## src/rtl/cmult_pkg.sv

```systemverilog
// Shared constants and helpers for the cmult_rs complex multiplier.
// - CMULT_RS_LAT : input-to-output latency in enabled clock edges
// - full_w       : width of the full-precision internal product
// - rnd / sat_val / is_clip / rnd_sat : round-half-up and saturation on a
//   wide signed container, used per component by cmult_rs_rndsat
package cmult_pkg;

  localparam int CMULT_RS_LAT = 7;
  // Wide container for the round/saturate helpers; any legal product fits.
  localparam int MAXW = 128;

  typedef struct packed {
    logic                   clip;
    logic signed [MAXW-1:0] val;
  } rs_t;

  function automatic int full_w(input int aw, input int bw);
    return aw + bw + 2;
  endfunction

  // Round half up, then arithmetic shift. The container is far wider than
  // the product, so the bias add never wraps.
  function automatic logic signed [MAXW-1:0] rnd(input logic signed [MAXW-1:0] p,
                                                 input int shift);
    logic signed [MAXW-1:0] bias;
    if (shift == 0) return p;
    bias = '0;
    bias[shift-1] = 1'b1;
    return (p + bias) >>> shift;
  endfunction

  function automatic logic signed [MAXW-1:0] sat_hi(input int owidth);
    logic signed [MAXW-1:0] hi;
    hi = '0;
    hi[owidth-1] = 1'b1;
    return hi - MAXW'(1);
  endfunction

  function automatic logic is_clip(input logic signed [MAXW-1:0] r, input int owidth);
    logic signed [MAXW-1:0] hi;
    hi = sat_hi(owidth);
    return (r > hi) || (r < ~hi);
  endfunction

  function automatic logic signed [MAXW-1:0] sat_val(input logic signed [MAXW-1:0] r,
                                                     input int owidth);
    logic signed [MAXW-1:0] hi;
    hi = sat_hi(owidth);
    if (r > hi) return hi;
    if (r < ~hi) return ~hi;
    return r;
  endfunction

  function automatic rs_t rnd_sat(input logic signed [MAXW-1:0] p, input int shift,
                                  input int owidth);
    rs_t res;
    res.clip = is_clip(rnd(p, shift), owidth);
    res.val  = sat_val(rnd(p, shift), owidth);
    return res;
  endfunction

endpackage

```

## src/rtl/cmult_rs_rndsat.sv

```systemverilog
// One output component of cmult_rs: round (stage 6) then saturate (stage 7).
// Ports:
//   clk, rst, ce : clock, sync active-high reset, pipeline enable
//   p            : full-precision signed product, IW bits
//   val          : rounded/saturated result, OWIDTH bits
//   clip         : 1 when val was clipped
module cmult_rs_rndsat
  import cmult_pkg::*;
#(
  parameter int IW     = 36,
  parameter int SHIFT  = 17,
  parameter int OWIDTH = 16
) (
  input  logic                     clk,
  input  logic                     rst,
  input  logic                     ce,
  input  logic signed [IW-1:0]     p,
  output logic signed [OWIDTH-1:0] val,
  output logic                     clip
);

  // One extra bit keeps the SHIFT=0 / bias-add cases exact.
  localparam int RW = IW + 1;

  logic signed [RW-1:0] r_p6;

  // Stage 6: round
  always_ff @(posedge clk) begin
    if (rst) begin
      r_p6 <= '0;
    end else if (ce) begin
      r_p6 <= RW'(rnd(MAXW'(p), SHIFT));
    end
  end

  // Stage 7: saturate
  always_ff @(posedge clk) begin
    if (rst) begin
      val  <= '0;
      clip <= 1'b0;
    end else if (ce) begin
      val  <= OWIDTH'(sat_val(MAXW'(r_p6), OWIDTH));
      clip <= is_clip(MAXW'(r_p6), OWIDTH);
    end
  end

endmodule

```

## src/rtl/cmult_rs.sv

```systemverilog
// Pipelined complex multiplier P = A*B or A*conj(B), 3-multiplier form, with
// valid/tag sideband, round-half-up and saturation. Latency 7 enabled edges.
// Ports:
//   i_clk, i_rst, i_ce      : clock, sync active-high reset, pipeline enable
//   i_valid, i_conj, i_tag  : per-sample valid, conjugate select, sideband tag
//   i_are, i_aim            : A components, signed AWIDTH
//   i_bre, i_bim            : B components, signed BWIDTH
//   o_valid, o_tag          : delay-matched valid and tag
//   o_pre, o_pim            : rounded/saturated product, signed OWIDTH
//   o_sat                   : either component clipped (0 when o_valid=0)
module cmult_rs
  import cmult_pkg::*;
#(
  parameter int AWIDTH = 16,
  parameter int BWIDTH = 18,
  parameter int OWIDTH = 16,
  parameter int SHIFT  = 17,
  parameter int TWIDTH = 4
) (
  input  logic                     i_clk,
  input  logic                     i_rst,
  input  logic                     i_ce,
  input  logic                     i_valid,
  input  logic                     i_conj,
  input  logic [TWIDTH-1:0]        i_tag,
  input  logic signed [AWIDTH-1:0] i_are,
  input  logic signed [AWIDTH-1:0] i_aim,
  input  logic signed [BWIDTH-1:0] i_bre,
  input  logic signed [BWIDTH-1:0] i_bim,
  output logic                     o_valid,
  output logic [TWIDTH-1:0]        o_tag,
  output logic signed [OWIDTH-1:0] o_pre,
  output logic signed [OWIDTH-1:0] o_pim,
  output logic                     o_sat
);

  localparam int PW = full_w(AWIDTH, BWIDTH);
  localparam int A1 = AWIDTH + 1;
  localparam int B1 = BWIDTH + 1;
  localparam int B2 = BWIDTH + 2;

  if (OWIDTH < 2 || OWIDTH > PW) begin : g_bad_owidth
    $fatal(1, "cmult_rs: OWIDTH must be in 2..AWIDTH+BWIDTH+2");
  end
  if (SHIFT < 0 || SHIFT > PW - 1) begin : g_bad_shift
    $fatal(1, "cmult_rs: SHIFT must be in 0..AWIDTH+BWIDTH+1");
  end
  if (TWIDTH < 1) begin : g_bad_twidth
    $fatal(1, "cmult_rs: TWIDTH must be >= 1");
  end
  if (PW + 1 >= MAXW) begin : g_bad_width
    $fatal(1, "cmult_rs: AWIDTH+BWIDTH too large for rounding container");
  end

  logic signed [B1-1:0]     bim_x;
  logic signed [AWIDTH-1:0] are_p1, aim_p1, are_p2, aim_p2, are_p3, aim_p3;
  logic signed [BWIDTH-1:0] bre_p1;
  logic signed [B1-1:0]     bim_p1, bim_p2;
  logic signed [A1-1:0]     dar_p2;
  logic signed [B2-1:0]     sb_p2, ab_p2, sb_p3, ab_p3;
  logic signed [PW-1:0]     com_p3, com_p4, mre_p4, mim_p4, pre_p5, pim_p5;
  logic [CMULT_RS_LAT-1:0]  vld_sr;
  logic [TWIDTH-1:0]        tag_sr [CMULT_RS_LAT];
  logic                     clip_re, clip_im;

  // Widen before negating so -(-2^(BWIDTH-1)) is representable.
  assign bim_x = {i_bim[BWIDTH-1], i_bim};

  always_ff @(posedge i_clk) begin
    if (i_rst) begin
      are_p1 <= '0; aim_p1 <= '0; bre_p1 <= '0; bim_p1 <= '0;
      dar_p2 <= '0; sb_p2  <= '0; ab_p2  <= '0;
      are_p2 <= '0; aim_p2 <= '0; bim_p2 <= '0;
      com_p3 <= '0; sb_p3  <= '0; ab_p3  <= '0; are_p3 <= '0; aim_p3 <= '0;
      com_p4 <= '0; mre_p4 <= '0; mim_p4 <= '0;
      pre_p5 <= '0; pim_p5 <= '0;
    end else if (i_ce) begin
      // Stage 1: register inputs, fold conjugate into effective B imag
      are_p1 <= i_are;
      aim_p1 <= i_aim;
      bre_p1 <= i_bre;
      bim_p1 <= i_conj ? -bim_x : bim_x;
      // Stage 2: pre-adders
      dar_p2 <= A1'(are_p1) - A1'(aim_p1);
      sb_p2  <= B2'(bre_p1) - B2'(bim_p1);
      ab_p2  <= B2'(bre_p1) + B2'(bim_p1);
      are_p2 <= are_p1;
      aim_p2 <= aim_p1;
      bim_p2 <= bim_p1;
      // Stage 3: shared product (are-aim)*bim
      com_p3 <= PW'(dar_p2) * PW'(bim_p2);
      sb_p3  <= sb_p2;
      ab_p3  <= ab_p2;
      are_p3 <= are_p2;
      aim_p3 <= aim_p2;
      // Stage 4: per-component products
      mre_p4 <= PW'(sb_p3) * PW'(are_p3);
      mim_p4 <= PW'(ab_p3) * PW'(aim_p3);
      com_p4 <= com_p3;
      // Stage 5: final sums; true result always fits PW bits
      pre_p5 <= mre_p4 + com_p4;
      pim_p5 <= mim_p4 + com_p4;
    end
  end

  // Sideband delay line matched to all seven stages
  always_ff @(posedge i_clk) begin
    if (i_rst) begin
      vld_sr <= '0;
      for (int i = 0; i < CMULT_RS_LAT; i++) tag_sr[i] <= '0;
    end else if (i_ce) begin
      vld_sr    <= {vld_sr[CMULT_RS_LAT-2:0], i_valid};
      tag_sr[0] <= i_tag;
      for (int i = 1; i < CMULT_RS_LAT; i++) tag_sr[i] <= tag_sr[i-1];
    end
  end

  // Stages 6-7: round and saturate per component
  cmult_rs_rndsat #(.IW(PW), .SHIFT(SHIFT), .OWIDTH(OWIDTH)) u_rs_re (
    .clk(i_clk), .rst(i_rst), .ce(i_ce), .p(pre_p5), .val(o_pre), .clip(clip_re)
  );
  cmult_rs_rndsat #(.IW(PW), .SHIFT(SHIFT), .OWIDTH(OWIDTH)) u_rs_im (
    .clk(i_clk), .rst(i_rst), .ce(i_ce), .p(pim_p5), .val(o_pim), .clip(clip_im)
  );

  assign o_valid = vld_sr[CMULT_RS_LAT-1];
  assign o_tag   = tag_sr[CMULT_RS_LAT-1];
  assign o_sat   = vld_sr[CMULT_RS_LAT-1] & (clip_re | clip_im);

endmodule

```

## config.mk

```make
export PLATFORM = sky130hd
export DESIGN_NAME = cmult_rs
export DESIGN_NICKNAME = d
export VERILOG_FILES = /design/src/rtl/cmult_pkg.sv /design/src/rtl/cmult_rs_rndsat.sv /design/src/rtl/cmult_rs.sv
export SDC_FILE = /design/constraint.sdc
export NUM_CORES = 2
export LEC_CHECK = 0
export CAP_MARGIN = 5
export CORE_ASPECT_RATIO = 0.7
export CORE_UTILIZATION = 30
export DETAILED_ROUTE_END_ITERATION = 16
export MAX_ROUTING_LAYER = met4
export PLACE_DENSITY = 0.53
export SLEW_MARGIN = 20
export SYNTH_ARGS = -nofsm -noshare
export SYNTH_HDL_FRONTEND = slang
export SYNTH_SLANG_ARGS = --single-unit
```

## constraint.sdc

```tcl
create_clock -name i_clk -period 6.5 [get_ports i_clk]
set_input_delay 0.975 -clock i_clk [delete_from_list [all_inputs] [get_ports i_clk]]
set_output_delay 0.975 -clock i_clk [all_outputs]
set_load 0.005 [all_outputs]
```

---- Word level (Yosys, flattened, before mapping) ----
Memory sizes are Yosys's and may differ from the RTL's.
Index checks and enable logic that the tools add are counted.
W data, S select, Z words.
cells by class
  $add $sub $neg .......................... 8
  order comparisons ....................... 4
  $mul .................................... 3
  multiplexer cells ....................... 35
  bitwise gates (word level) .............. 9
  reductions and logical operators ........ 2
operators by type and width
  cell                      number
  $mux W16                  8
  $add A36 B18 Y37 const B  2
  $add A36 B36 Y36          2
  $mul A20 B16 Y36          2
  $gt A20 B16 Y1 const B    2
  $lt A20 B16 Y1 const B    2
  $mul A17 B19 Y36          1
  $mux W4                   7
  $add A18 B19 Y20          1
  $sub A18 B19 Y20          1
  $mux W1                   19
  $mux W19                  1
  $neg A18 Y19              1
  $sub A16 B16 Y17          1
  $or A1 B1 Y1              8
  $logic_or A1 B1 Y1        2
  $and A1 B1 Y1             1
storage, ports and cells
  bits of input ports ..................... 77
  memories kept ........................... 1
  output and inout port bits .............. 38
  register bits ........................... 546
  word-level logic and storage cells ...... 89
  bits in writable memories ............... 28
memory list
  name    depth  width  rd ports  clocked after memory_dff  wr ports  line            RTL
  tag_sr  7      4      7         0                         7         cmult_rs.sv:63  logic [TWIDTH-1:0] tag_sr [CMULT_RS_LAT];

---- Depth between registers and ports, before layout ----
  depth after elaboration ................. 9
  mapped depth ............................ 25
  gate-level depth less buffers ........... 24

---- Modules after synthesis ----
A second synthesis with hierarchy kept.
second synthesis, totals
  cell total of the unflattened synthesis .. 6807
  area, all modules ....................... 61542.8 um^2
by module, submodules not included
  module                      seq. area each (um^2)  area each (um^2)  instances  cells an instance
  cmult_rs                    10249.8                58254.6           1          6409
  cmult_rs_rndsat at u_rs_re  740.7                  1650.3            1          199
  cmult_rs_rndsat at u_rs_im  740.7                  1637.8            1          199

---- Worst setup path before layout ----
No wires, ideal clock.
  path kind ............................... reg-to-reg
  start ................................... register bim_p2[7]
  end ..................................... register com_p3[34]
  required time ........................... 6.383 ns
  slack ................................... 0.192 ns
  setup time .............................. 0.117 ns
  cell stages (with the launch flop) ...... 24
  clock period less this slack ............ 6.308 ns
  buffers on the path ..................... 1
  arrival ................................. 6.190 ns
  cell sequence ........................... dfxtp_1 -> clkbuf_1 -> nand2_1 -> fa_1 -> inv_1 -> fa_1 -> inv_1 -> fa_1 -> inv_1 -> fa_1 -> fa_1 -> inv_1 -> fa_1 -> inv_1 -> ha_1 -> and3_1 -> nand3_1 -> and3b_1 -> o31ai_2 -> a211oi_1 -> or3_1 -> nor3b_1 -> or3_1 -> a32o_1
on the way
  word-level cells in the longest chain between the ends .. 1
RTL lines
  element                 line            RTL
  start, declared         cmult_rs.sv:58  logic signed [B1-1:0] bim_p1, bim_p2;
  start signal, assigned  cmult_rs.sv:89  bim_p2 <= bim_p1;
  $mul A17 B19 Y36        cmult_rs.sv:91  com_p3 <= PW'(dar_p2) * PW'(bim_p2);
  end signal, assigned    cmult_rs.sv:91
  end, declared           cmult_rs.sv:61  logic signed [PW-1:0] com_p3, com_p4, mre_p4, mim_p4, pre_p5, pim_p5;
No other way between the ends.
A chain may end at the register's enable or synchronous reset.

---- Final worst setup path ----
  start ................................... register sb_p3[8]
  end ..................................... register mre_p4[35]
on the way
  word-level cells in the longest chain between the ends .. 1
RTL lines
  element                 line            RTL
  start, declared         cmult_rs.sv:60  logic signed [B2-1:0] sb_p2, ab_p2, sb_p3, ab_p3;
  start signal, assigned  cmult_rs.sv:92  sb_p3 <= sb_p2;
  $mul A20 B16 Y36        cmult_rs.sv:97  mre_p4 <= PW'(sb_p3) * PW'(are_p3);
  end signal, assigned    cmult_rs.sv:97
  end, declared           cmult_rs.sv:61
No other way between the ends.

==> impl_metrics.yaml <==
finish:
  syn2layout_area_growth_pct: 15.7
  drive_above_1_share: 0.0939
  final_cell_count_no_fill: 9378
  final_cell_mix: "inv_1, fa_1, nand2_1"
  fillerInstances: 19800
  final_common_cell: "inv_1"
  fin_nets: 8160
  utilization: 0.351
logic_synthesis:
  yosysSeqAreaShare: 0.188
  ys_ff_latch: 540
  synth_cell_types: 75
  yosysTopAreaCellShare: 0.328
  syn_avg_cell_area_um2: 9.14
  syn_nets: 7885
  syn_area_mm2: 0.0590
  postSynth.asyncResetShare: 0
  syn_inst: 6449
  synthFlopType: "dfxtp_1"
  synth_edf_count: 28
  synth_area_leader_cell: "fa_1"
  yosysWarnings: 0
  yosys-top-cells-area: "fa_1, dfxtp_1, ha_1"
setup_path:
  cp.depth: 25
  slowest_delay_ps: 590
  crit_type: "register to register"
  cp.arrival_ps: 6880
  startpoint_type: "register"
  worstSetupStartpoint: "sb_p3[8]"
  reg2reg_depth: 25
  cp_data_required_time_ps: 7090
  path_buf_inv: 8
  critPathCapture: "mre_p4[35]"
  path_max_fanout: 8
  cp_slowest_cell: "fa_1"
  regToRegStartpoint: "sb_p3[8]"
  critical-path-top-delay-family: "adder cells"
  rrSetupSlack_ps: 220
  crit_path_end_kind: "register"
  crit_top_cell: "fa_1"
  r2r_end: "mre_p4[35]"
clock_network:
  clock_latency_ps: 690
  h-tree-depth: 3
  cts_buffers: 66
  cts_root_buf: "clkbuf_16"
  cts_tree: "done"
  cts-hold-fix-buffers: 0
  clkSinkCount: 540
  clk_transition_reported_paths_ps: 60
  cts_buffer_depth: 3
outcome:
  violations: "design-rule violations"
  status: "complete, but fails checks"
detailed_routing:
  vias_per_cell: 4.69
  drt-total-wl_um: 184000
  vias: 44000
  dr.pass1.iters: 11
  post_drt_wl_per_cell_um: 19.6
  drc: 20
  first_iter_violations: 2946
  ant_nets: 0
place:
  portBuffers: 114
  routabilityCongestion: 0.901
  dp.cells: 9245
  dpl.hpwl_um: 152000
floorplan:
  die_y_um: 373
  dieArea_mm2: 0.198
  core_mm2: 0.194
  start_util: 0.303
  io_pins: 115
  num_rows: 135
  die_width_um: 532
timing:
  fin_hold_ws_ps: 435
  clock_skew_ps: 37.4
  worstMarginPinSlew_ps: 1040
  min_period_over_period: 0.966
  setup_viol_count_final: 0
  slew_headroom: 0.301
  setup_tns_ps: 0
  slew_viol_final: 0
  max_freq_ghz: 0.159
  fin_crit_ps: 6280
  hold_viol_final: 0
min_path:
  hold_path.class: "register to register"
pwr:
  power-per-cell-area_mw_per_mm2: 147
  p_total_w: 0.0100
  p_leak_nw: 33.6
  ir_drop_mv: 0.201
grt:
  grt_usage: 0.192
  grt-ovfl-total: 0
  antenna_found_initial: 7
  grt_max_degree: 168
  grt_pass1_wl_um: 285000
  grt_pass1_vias: 45000
flow_run:
  cap_violations: 0
## synthesized netlist by cell type, drive strengths merged, types with 80 or more instances
library cell  instances
inv                1110
fa                  965
nand2               671
nor2                516
dfxtp               512
and2                485
ha                  394
mux2i               291
clkbuf              258
o21ai               186
a21oi               165
xnor2               127
xor2                 91
a211oi               80
## kinds of logic (layout without fill, tap and decap cells)
logic type / after synthesis / after routing / share of synthesized area
AOI/OAI and AO/OA: 672 / 672 / 0.0733
xor gates and xnor gates: 218 / 218 / 0.0324
adders and majority gates: 1359 / 1359 / 0.411
buffers and inverters: 1414 / 1738 / 0.0900
DFF: 540 / 540 / 0.188
muxes: 291 / 291 / 0.0494
other: 0 / 2 / 0
and+or+nand+nor: 1955 / 1955 / 0.156
## sequential cells by signal (all words and copies together) (netlist names), 20 cells and up
name          count
com_p3           36
sb_p3            20
mre_p4           36
pim_p5           20
pre_p5           20
tag_sr           28
com_p4           36
u_rs_im.r_p6     20
mim_p4           36
sb_p2            20
u_rs_re.r_p6     20
## worst register-to-register path, stage by stage, from the launching register on
cell and delay [ps]:
dfxtp_1 320, buf_12 140, buf_4 170, buf_4 160, and2_1 150, fa_1 550
fa_1 470, fa_1 590, fa_1 470, fa_1 500, inv_1 50, fa_1 480
inv_1 40, ha_1 280, buf_4 150, a21oi_1 220, o21ai_2 100, a21o_1 200
a21oi_2 140, buf_4 110, o211a_1 170, o21a_1 140, o31a_1 170, xnor2_2 90
buf_4 170, a211oi_2 200
## cell type report
| class | instances | area [um2] | share of cell area |
|---|---|---|---|
| antenna | 2 | 5.00 | 0.0000734 |
| clock buffer | 83 | 1810 | 0.0265 |
| clock inverter | 34 | 395 | 0.00580 |
| inverter | 1112 | 4180 | 0.0612 |
| multi-input combinational | 4495 | 42900 | 0.628 |
| sequential | 540 | 11200 | 0.164 |
| tap | 2603 | 3260 | 0.0477 |
| timing repair buffer | 509 | 4520 | 0.0663 |
## how the worst min path moves through the flow
stage / slack [ps] / end / cells past startpoint / start
detailed placement: 430 / u_rs_im.val[1] / 2 / u_rs_im.val[1]
CTS: 440 / u_rs_im.val[1] / 2 / u_rs_im.val[1]
finish: 440 / u_rs_im.val[8] / 2 / u_rs_im.val[8]
global placement: 430 / u_rs_im.val[8] / 2 / u_rs_im.val[8]
global route: 460 / u_rs_im.val[3] / 2 / u_rs_im.val[3]
floorplan: 420 / u_rs_im.r_p6[12] / 2 / u_rs_im.r_p6[12]
## per-stage QoR
stage               cell area [um2]  worst slack (ps)
CTS                           67700              12.0
detailed placement            65500             -52.0
global route                  68200             -30.9
global placement              65500             -17.1
floorplan                     59000               192
finish                        68200               218
## power breakdown
group          total [W]  internal (W)  switching (W)
clock            0.00388       0.00223        0.00165
combinational    0.00233      0.000974        0.00135
sequential       0.00381       0.00354       0.000270
total             0.0100       0.00675        0.00327
## metal layers
layer | track usage | vias to the layer above | share of wire
met1 | 0.291 | 22200 | 0.52
met2 | 0.270 | 1040 | 0.41
met4 | 0.0348 | 0 | 0.018
li1 | - | 20600 | -
met3 | 0.0272 | 146 | 0.057
met5 | - | - | 0
## repair_timing
action / 4_1_cts / 5_1_grt
endpoints found under the hold margin: 0 / 0
resized for setup: 10 / 121
setup buffers: 0 / 14
endpoints found under the setup margin: 4 / 35
pin swaps: 0 / 35
Power figures use the tool's default switching activity.
